## config.mk

```make
export PLATFORM = sky130hd
export DESIGN_NAME = freq_meas_ctrl
export DESIGN_NICKNAME = d
export VERILOG_FILES = /design/src/rtl/freq_meas_ctrl.sv
export SDC_FILE = /design/constraint.sdc
export NUM_CORES = 1
export LEC_CHECK = 0
export ABC_AREA = 1
export BUFFER_PORTS_ARGS = -buffer_cell sky130_fd_sc_hd__buf_4
export CORE_MARGIN = 2
export CORE_UTILIZATION = 55
export DETAILED_ROUTE_END_ITERATION = 10
export GPL_ROUTABILITY_DRIVEN = 0
export PLACE_DENSITY_LB_ADDON = 0.1
export SLEW_MARGIN = 20
export SYNTH_ARGS = -nofsm -noshare
export SYNTH_HDL_FRONTEND = slang
export SYNTH_SLANG_ARGS = --single-unit
```

## constraint.sdc

```tcl
create_clock -name CLK -period 1.7 [get_ports CLK]
set_clock_uncertainty 0.1 [all_clocks]
set_input_delay 0.51 -clock CLK [delete_from_list [all_inputs] [get_ports CLK]]
set_output_delay 0.51 -clock CLK [all_outputs]
set_load 0.01 [all_outputs]
```

## src/rtl/freq_meas_ctrl.sv

```systemverilog
// rtl/freq_meas_ctrl.sv - four-channel gated rising-edge frequency counter with sweep sequencing
module freq_meas_ctrl #(
  parameter int GATE_TICKS = 100000000,
  parameter int CW         = 16
) (
  input  logic          CLK,
  input  logic          RST,
  input  logic [3:0]    IN,
  input  logic [3:0]    CH_EN,
  input  logic          START,
  input  logic          CONT,
  input  logic          ABORT,
  output logic          BUSY,
  output logic          DONE,
  output logic [1:0]    CH,
  output logic [CW-1:0] FREQ,
  output logic          OVF,
  output logic          VALID
);

  localparam int TW = $clog2(GATE_TICKS + 1);

  typedef enum logic [1:0] {IDLE, SETTLE, GATE, STORE} state_t;

  state_t        state, state_nxt;
  logic [3:0]    sync1, sync2;
  logic [3:0]    mask, mask_nxt;
  logic [1:0]    ch_sel, ch_nxt;
  logic          settle_cnt;
  logic [TW-1:0] tick_cnt;
  logic [CW-1:0] edge_cnt, edge_cnt_nxt;
  logic          ovf_flag, ovf_nxt;
  logic          prev;
  logic          sel_in, rise, gate_last, publish;
  logic [2:0]    lo_en, nx_mask;

  // Returns {hit, index} of the lowest set bit of m at or above index from.
  function automatic logic [2:0] first_from(input logic [3:0] m, input int from);
    logic [2:0] r;
    r = 3'b000;
    for (int i = 3; i >= 0; i--) begin
      if (m[i] && i >= from) r = {1'b1, 2'(i)};
    end
    return r;
  endfunction

  assign sel_in    = sync2[ch_sel];
  assign rise      = sel_in & ~prev;
  assign gate_last = (tick_cnt == TW'(GATE_TICKS - 1));
  assign publish   = (state == GATE) && gate_last && !ABORT;
  assign lo_en     = first_from(CH_EN, 0);
  assign nx_mask   = first_from(mask, int'(ch_sel) + 1);

  // Saturating count; the flag records that at least one edge was lost.
  always_comb begin
    edge_cnt_nxt = edge_cnt;
    ovf_nxt      = ovf_flag;
    if (rise) begin
      if (edge_cnt == {CW{1'b1}}) ovf_nxt = 1'b1;
      else                        edge_cnt_nxt = edge_cnt + CW'(1);
    end
  end

  always_comb begin
    state_nxt = state;
    mask_nxt  = mask;
    ch_nxt    = ch_sel;
    case (state)
      IDLE: begin
        if (START && CH_EN != 4'b0000) begin
          mask_nxt  = CH_EN;
          ch_nxt    = lo_en[1:0];
          state_nxt = SETTLE;
        end
      end
      SETTLE: begin
        if (settle_cnt) state_nxt = GATE;
      end
      GATE: begin
        if (gate_last) state_nxt = STORE;
      end
      STORE: begin
        if (nx_mask[2]) begin
          ch_nxt    = nx_mask[1:0];
          state_nxt = SETTLE;
        end else if (CONT) begin
          mask_nxt  = CH_EN;
          ch_nxt    = lo_en[1:0];
          state_nxt = lo_en[2] ? SETTLE : IDLE;
        end else begin
          state_nxt = IDLE;
        end
      end
      default: state_nxt = IDLE;
    endcase
    if (ABORT && state != IDLE) begin
      state_nxt = IDLE;
      mask_nxt  = mask;
      ch_nxt    = ch_sel;
    end
  end

  always_ff @(posedge CLK) begin
    if (RST) begin
      state      <= IDLE;
      sync1      <= '0;
      sync2      <= '0;
      mask       <= '0;
      ch_sel     <= '0;
      settle_cnt <= 1'b0;
      tick_cnt   <= '0;
      edge_cnt   <= '0;
      ovf_flag   <= 1'b0;
      prev       <= 1'b0;
      FREQ       <= '0;
      CH         <= '0;
      OVF        <= 1'b0;
      VALID      <= 1'b0;
    end else begin
      sync1      <= IN;
      sync2      <= sync1;
      state      <= state_nxt;
      mask       <= mask_nxt;
      ch_sel     <= ch_nxt;
      settle_cnt <= (state == SETTLE) ? ~settle_cnt : 1'b0;
      if (state == SETTLE) begin
        tick_cnt <= '0;
        edge_cnt <= '0;
        ovf_flag <= 1'b0;
        prev     <= sel_in;
      end else if (state == GATE) begin
        tick_cnt <= tick_cnt + TW'(1);
        edge_cnt <= edge_cnt_nxt;
        ovf_flag <= ovf_nxt;
        prev     <= sel_in;
      end
      // Results land as GATE exits so they are visible during the STORE/DONE cycle.
      if (publish) begin
        FREQ  <= edge_cnt_nxt;
        CH    <= ch_sel;
        OVF   <= ovf_nxt;
        VALID <= 1'b1;
      end
    end
  end

  assign BUSY = (state != IDLE);
  assign DONE = (state == STORE);

endmodule

```

# Word level (Yosys, flattened, before mapping)
# Index checks and enable logic that the tools add are counted.
[classes] n_addsub=3 n_lt_le_gt_ge=5 n_eq_ne=11 mux=31 bitwise_logic=5 reduce_logical=20
[ops] op="$mux W16" count=2
[ops] op="$add A27 B1 Y27 const B" count=1
[ops] op="$eq A27 B27 Y1 const B" count=1
[ops] op="$mux W3" count=8
[ops] op="$add A16 B1 Y16 const B" count=1
[ops] op="$eq A16 B16 Y1 const B" count=1
[ops] op="$mux W2" count=6
[ops] op="$mux W4" count=3
[ops] op="$ne A2 B2 Y1 const B" count=5
[ops] op="$logic_and A1 B1 Y1" count=8
[ops] op="$mux W1" count=8
[ops] op="$pmux W2 S4" count=1
[ops] op="$pmux W4 S2" count=1
[ops] op="$ge A1 B3 Y1 const A" count=2
[ops] op="$ge A2 B3 Y1 const A" count=2
[ops] op="$reduce_bool A2 Y1" count=3
[ops] op="$reduce_or A2 Y1" count=3
[ops] op="$reduce_and A5 Y1" count=1
[ops] op="$eq A2 B2 Y1 const B" count=2
[ops] op="$not A1 Y1" count=4
[ops] op="$pmux W2 S2" count=1
[ops] op="$reduce_and A4 Y1" count=1
[ops] op="$reduce_bool A4 Y1" count=1
[ops] op="$add A2 B1 Y3 const B" count=1
[ops] op="8 further kinds" count=8
[totals] ff_bits=82 inputBits=13 out_inout_bits=22 elab_cells=89

# Longest topological paths before layout
[depth] ltp_word=9 mapped_depth=12 depth_no_buf=12

# Worst setup path before layout
# OpenSTA, ideal clock, no wires.
[synth_timing] path_kind="register -> register" from="register state[0]" to="register FREQ[0]" setup_time_ns=0.109 arrival_time_ns=1.559 t_required_ns=1.491 slack_ns=-0.067 path_stages_with_launch=12 path_buffers=2 period_less_slack_ns=1.767 path_cell_list="dfxtp_1 inv_1 ha_1 buf_4 inv_2 nor2_1 inv_2 nor2_8 buf_12 nand3_1 nand2_1 inv_1"
[synth_between] elab_chain_cells=3
[synth_rtl] element="start, declared" line="25" source="state_t state, state_nxt;"
[synth_rtl] element="start signal, assigned" line="122" source="state <= state_nxt;"
[synth_rtl] element="$eq A2 B2 Y1" line="50" source="assign publish = (state == GATE) && gate_last && !ABORT;"
[synth_rtl] element="$logic_and A1 B1 Y1 (2 in a row)" line="50"
[synth_rtl] element="end signal, assigned" line="139" source="FREQ <= edge_cnt_nxt;"
[synth_rtl] element="end, declared" line="16" source="output logic [CW-1:0] FREQ,"
# Every way passes these cells.
# A chain may end at the register's enable or synchronous reset.

# Worst setup path in the final report
[layout_timing] from="register state[0]" to="output BUSY"
[layout_between] elab_chain_cells=1
[layout_rtl] element="$reduce_bool A2 Y1" line="147" source="assign BUSY = (state != IDLE);"
[layout_rtl] element="end, declared" line="13" source="output logic BUSY,"
# Every way passes these cells.

==> results.json <==
{
  "row_count": 33,
  "powerDensity_nw_per_um2": 1110,
  "arrival_ns": 1.16,
  "ys_types": 38,
  "p_leak_nw": 2.93,
  "p_clk_share_pct": 24.1,
  "fin_area_um2": 6200,
  "switchingPower_mw": 2.74,
  "routed_wl_um": 13900,
  "cp-end-kind": "output pin",
  "clock-sinks": 81,
  "violations": "negative setup slack",
  "hold_viol_final": 0,
  "antenna_found_initial": 0,
  "start_kind": "register",
  "die_area_um2": 9260,
  "path_cells": "inv_2 > buf_6 > ha_4 > inv_2 > buf_6",
  "clk_pin_slew_ns": 0.10,
  "vias_per_cell": 5.40,
  "ir_worst_vdd_v": 0.000578,
  "post-dp-hpwl_um": 9010,
  "grt_pass1_vias": 4685,
  "power_frac_comb_pct": 41.5,
  "status": "finished with violations",
  "dr_wl_met2_um": 7430,
  "synth_top_area_share_pct": 34.6,
  "wl_met1_um": 5270,
  "area_growth_pct": 32.5,
  "p_seq_share_pct": 34.5,
  "required_ns": 1.09,
  "path_class": "register to output pin",
  "power_mw": 6.90,
  "min_path_type": "input pin to register",
  "placed_area_um2": 5420,
  "slowest_delay_ns": 0.35,
  "tritoncts": "built",
  "synth_area_leaders": "dfxtp_1 (35%), nand2_1 (13%), inv_1 (9.4%), nor2_1 (9.3%), nand3_1 (5.6%)",
  "grtUsageTotal_pct": 28.8,
  "tightest_slew_ns": 0.545,
  "netlist_area_um2": 4680,
  "slew_viol_final": 0,
  "tns_ns": -0.216,
  "drt_iter0_drc": 271,
  "synth_seq_area_share_pct": 34.6,
  "port_buffers": 34,
  "ioPinCount": 35,
  "clk_latency_ns": 0.37,
  "final_util_pct": 75.5,
  "yosysMostFrequentCell": "nand2_1",
  "antenna_cells": 0,
  "synth_largest_area_cell": "dfxtp_1",
  "period_needed_ns": 1.77,
  "clk_path_buf_depth": 2,
  "fin_ws_ns": -0.0740,
  "grt_max_degree": 33,
  "synthFlopType": "dfxtp_1",
  "rsz0062_at_grt": "yes",
  "cts-root-buf": "clkbuf_8",
  "final_antenna_net_count": 0,
  "fp.dieW_um": 96.3,
  "slowest_stage": "dfxtp_2",
  "drc": 0,
  "grt_pass1_wl_um": 20600,
  "met3_length_um": 680,
  "initial_core_util_pct": 57.0,
  "die_h_um": 96.3,
  "synth_cells": 715,
  "swShare_pct": 39.8,
  "drive_gt1_share_pct": 32.5,
  "yosys_warnings": 0,
  "htree_levels": 3,
  "synth-seq-cells": 81,
  "cts_made_buffers": 9,
  "core_region_area_um2": 8220,
  "cts_hold_buf": 0,
  "fillers": 653,
  "finalSetupViolCount": 3,
  "vias": 5019,
  "maxSlewHeadroom_pct": 63.6,
  "fmax_ghz": 0.564,
  "synth_edf_count": 0,
  "overflow": 0,
  "syn_nets": 735,
  "crit_fanout": 2,
  "routedWlPerCell_um": 14.9,
  "post-route-period-util_pct": 104,
  "p_int_mw": 4.16,
  "syn_avg_cell_area_um2": 6.55,
  "async_flop_share_pct": 0,
  "dr.pass1.iters": 5,
  "final_nets": 840,
  "hold_slack_ns": 0.229,
  "highest_layer": "met4",
  "synthTopCellsByCount": "nand2_1 (159), inv_1 (117), nor2_1 (116)",
  "drv_cap": 0
}
[state kept, by name (all words and copies together), names as in the netlist]
register	cells
OVF	1
sync1	4
mask	3
settle_cnt	1
FREQ	16
CH	2
prev	1
VALID	1
state	2
sync2	4
ovf_flag	1
tick_cnt	27
edge_cnt	16
ch_sel	2
[timing repair]
action                     CTS  global route
setup endpoints to repair   26            63
setup buffers               11             4
cloned                       2             2
resized for setup           26            99
pin swaps                    3            26
[worst max-delay path: cells and delay by family, from the launching register on]
kind,cells,cell delay [ns]
flops,1,0.35
buf+inv,4,0.31
fa+ha+maj,1,0.15
[cell type report]
type                            count  area [um^2]  share of cell area, %
Sequential cell                    81         1650                   26.7
Inverter                          124          475                   7.67
Clock buffer                        9          124                   2.00
Tap cell                          105          131                   2.12
Clock inverter                      7          106                   1.71
Multi-Input combinational cell    495         2800                   45.1
Timing Repair Buffer              109          912                   14.7
[cell families after synthesis]
logic type / synth area share, %
and+or+nand+nor: 39.6
buffers and inverters: 12.2
AOI/OAI and AO/OA: 10.0
DFF: 34.6
xor gates and xnor gates: 1.68
adders and majority gates: 1.87
[power by group through the flow]
stage          Combinational (mW)  Sequential, mW  Clock (mW)
6_report                     2.86            2.38        1.66
5_1_grt                      3.12            2.40        1.74
4_1_cts                      2.57            2.35        1.69
3_5_place_dp                 2.34            2.37           0
3_3_place_gp                 2.28            2.36           0
2_1_floorplan                1.51            2.35           0
[metal layers]
layer / global-route usage, % / up-vias
li1: - / 2447
met1: 30.9 / 2390
met2: 53.5 / 144
met3: 6.03 / 38
met4: 13.0 / 0
met5: 0 / -
[worst paths after layout]
kind / start / endpoint / slack [ns] / cells after the start
worst max-delay path: state[0] / BUSY / -0.07 / 5
worst min-delay path: IN[1] / sync1[1] / 0.23 / 3
worst max register to register: state[0] / tick_cnt[21] / -0.07 / 10
worst min register to register: sync1[2] / sync2[2] / 0.31 / 2
[stage by stage]
| step | instances | setup WS [ns] |
|---|---|---|
| after floorplan | 715 | 0.0170 |
| after global placement | 895 | -0.0329 |
| after detailed placement | 895 | -0.0756 |
| after CTS | 924 | -0.0788 |
| after global routing | 930 | -0.165 |
| final | 930 | -0.0740 |
[cells in the final DEF (no fill, tap or decap), types with 3 or more instances in the layout]
cell type / synthesis / layout
ha_4: 0 / 4
buf_4: 1 / 96
nor2_8: 3 / 3
a211oi_1: 3 / 3
nand3_2: 11 / 14
nor3_2: 3 / 3
o21ai_0: 32 / 22
inv_2: 6 / 11
nand3_1: 52 / 48
nand2_2: 7 / 17
dfxtp_1: 81 / 59
clkbuf_8: 0 / 9
inv_6: 0 / 4
nor2_2: 6 / 22
dfxtp_2: 0 / 20
o21ai_1: 3 / 9
nand2_4: 5 / 5
o21ai_2: 1 / 4
nor2_4: 5 / 9
buf_6: 2 / 9
nor3_1: 9 / 7
xor2_1: 9 / 9
a21oi_2: 5 / 12
nand3_4: 1 / 4
a21oi_1: 39 / 32
nand4_1: 7 / 7
nor3_4: 1 / 3
nand2_1: 159 / 149
inv_1: 117 / 110
nor2_1: 116 / 96
Power figures use the tool's default switching activity.
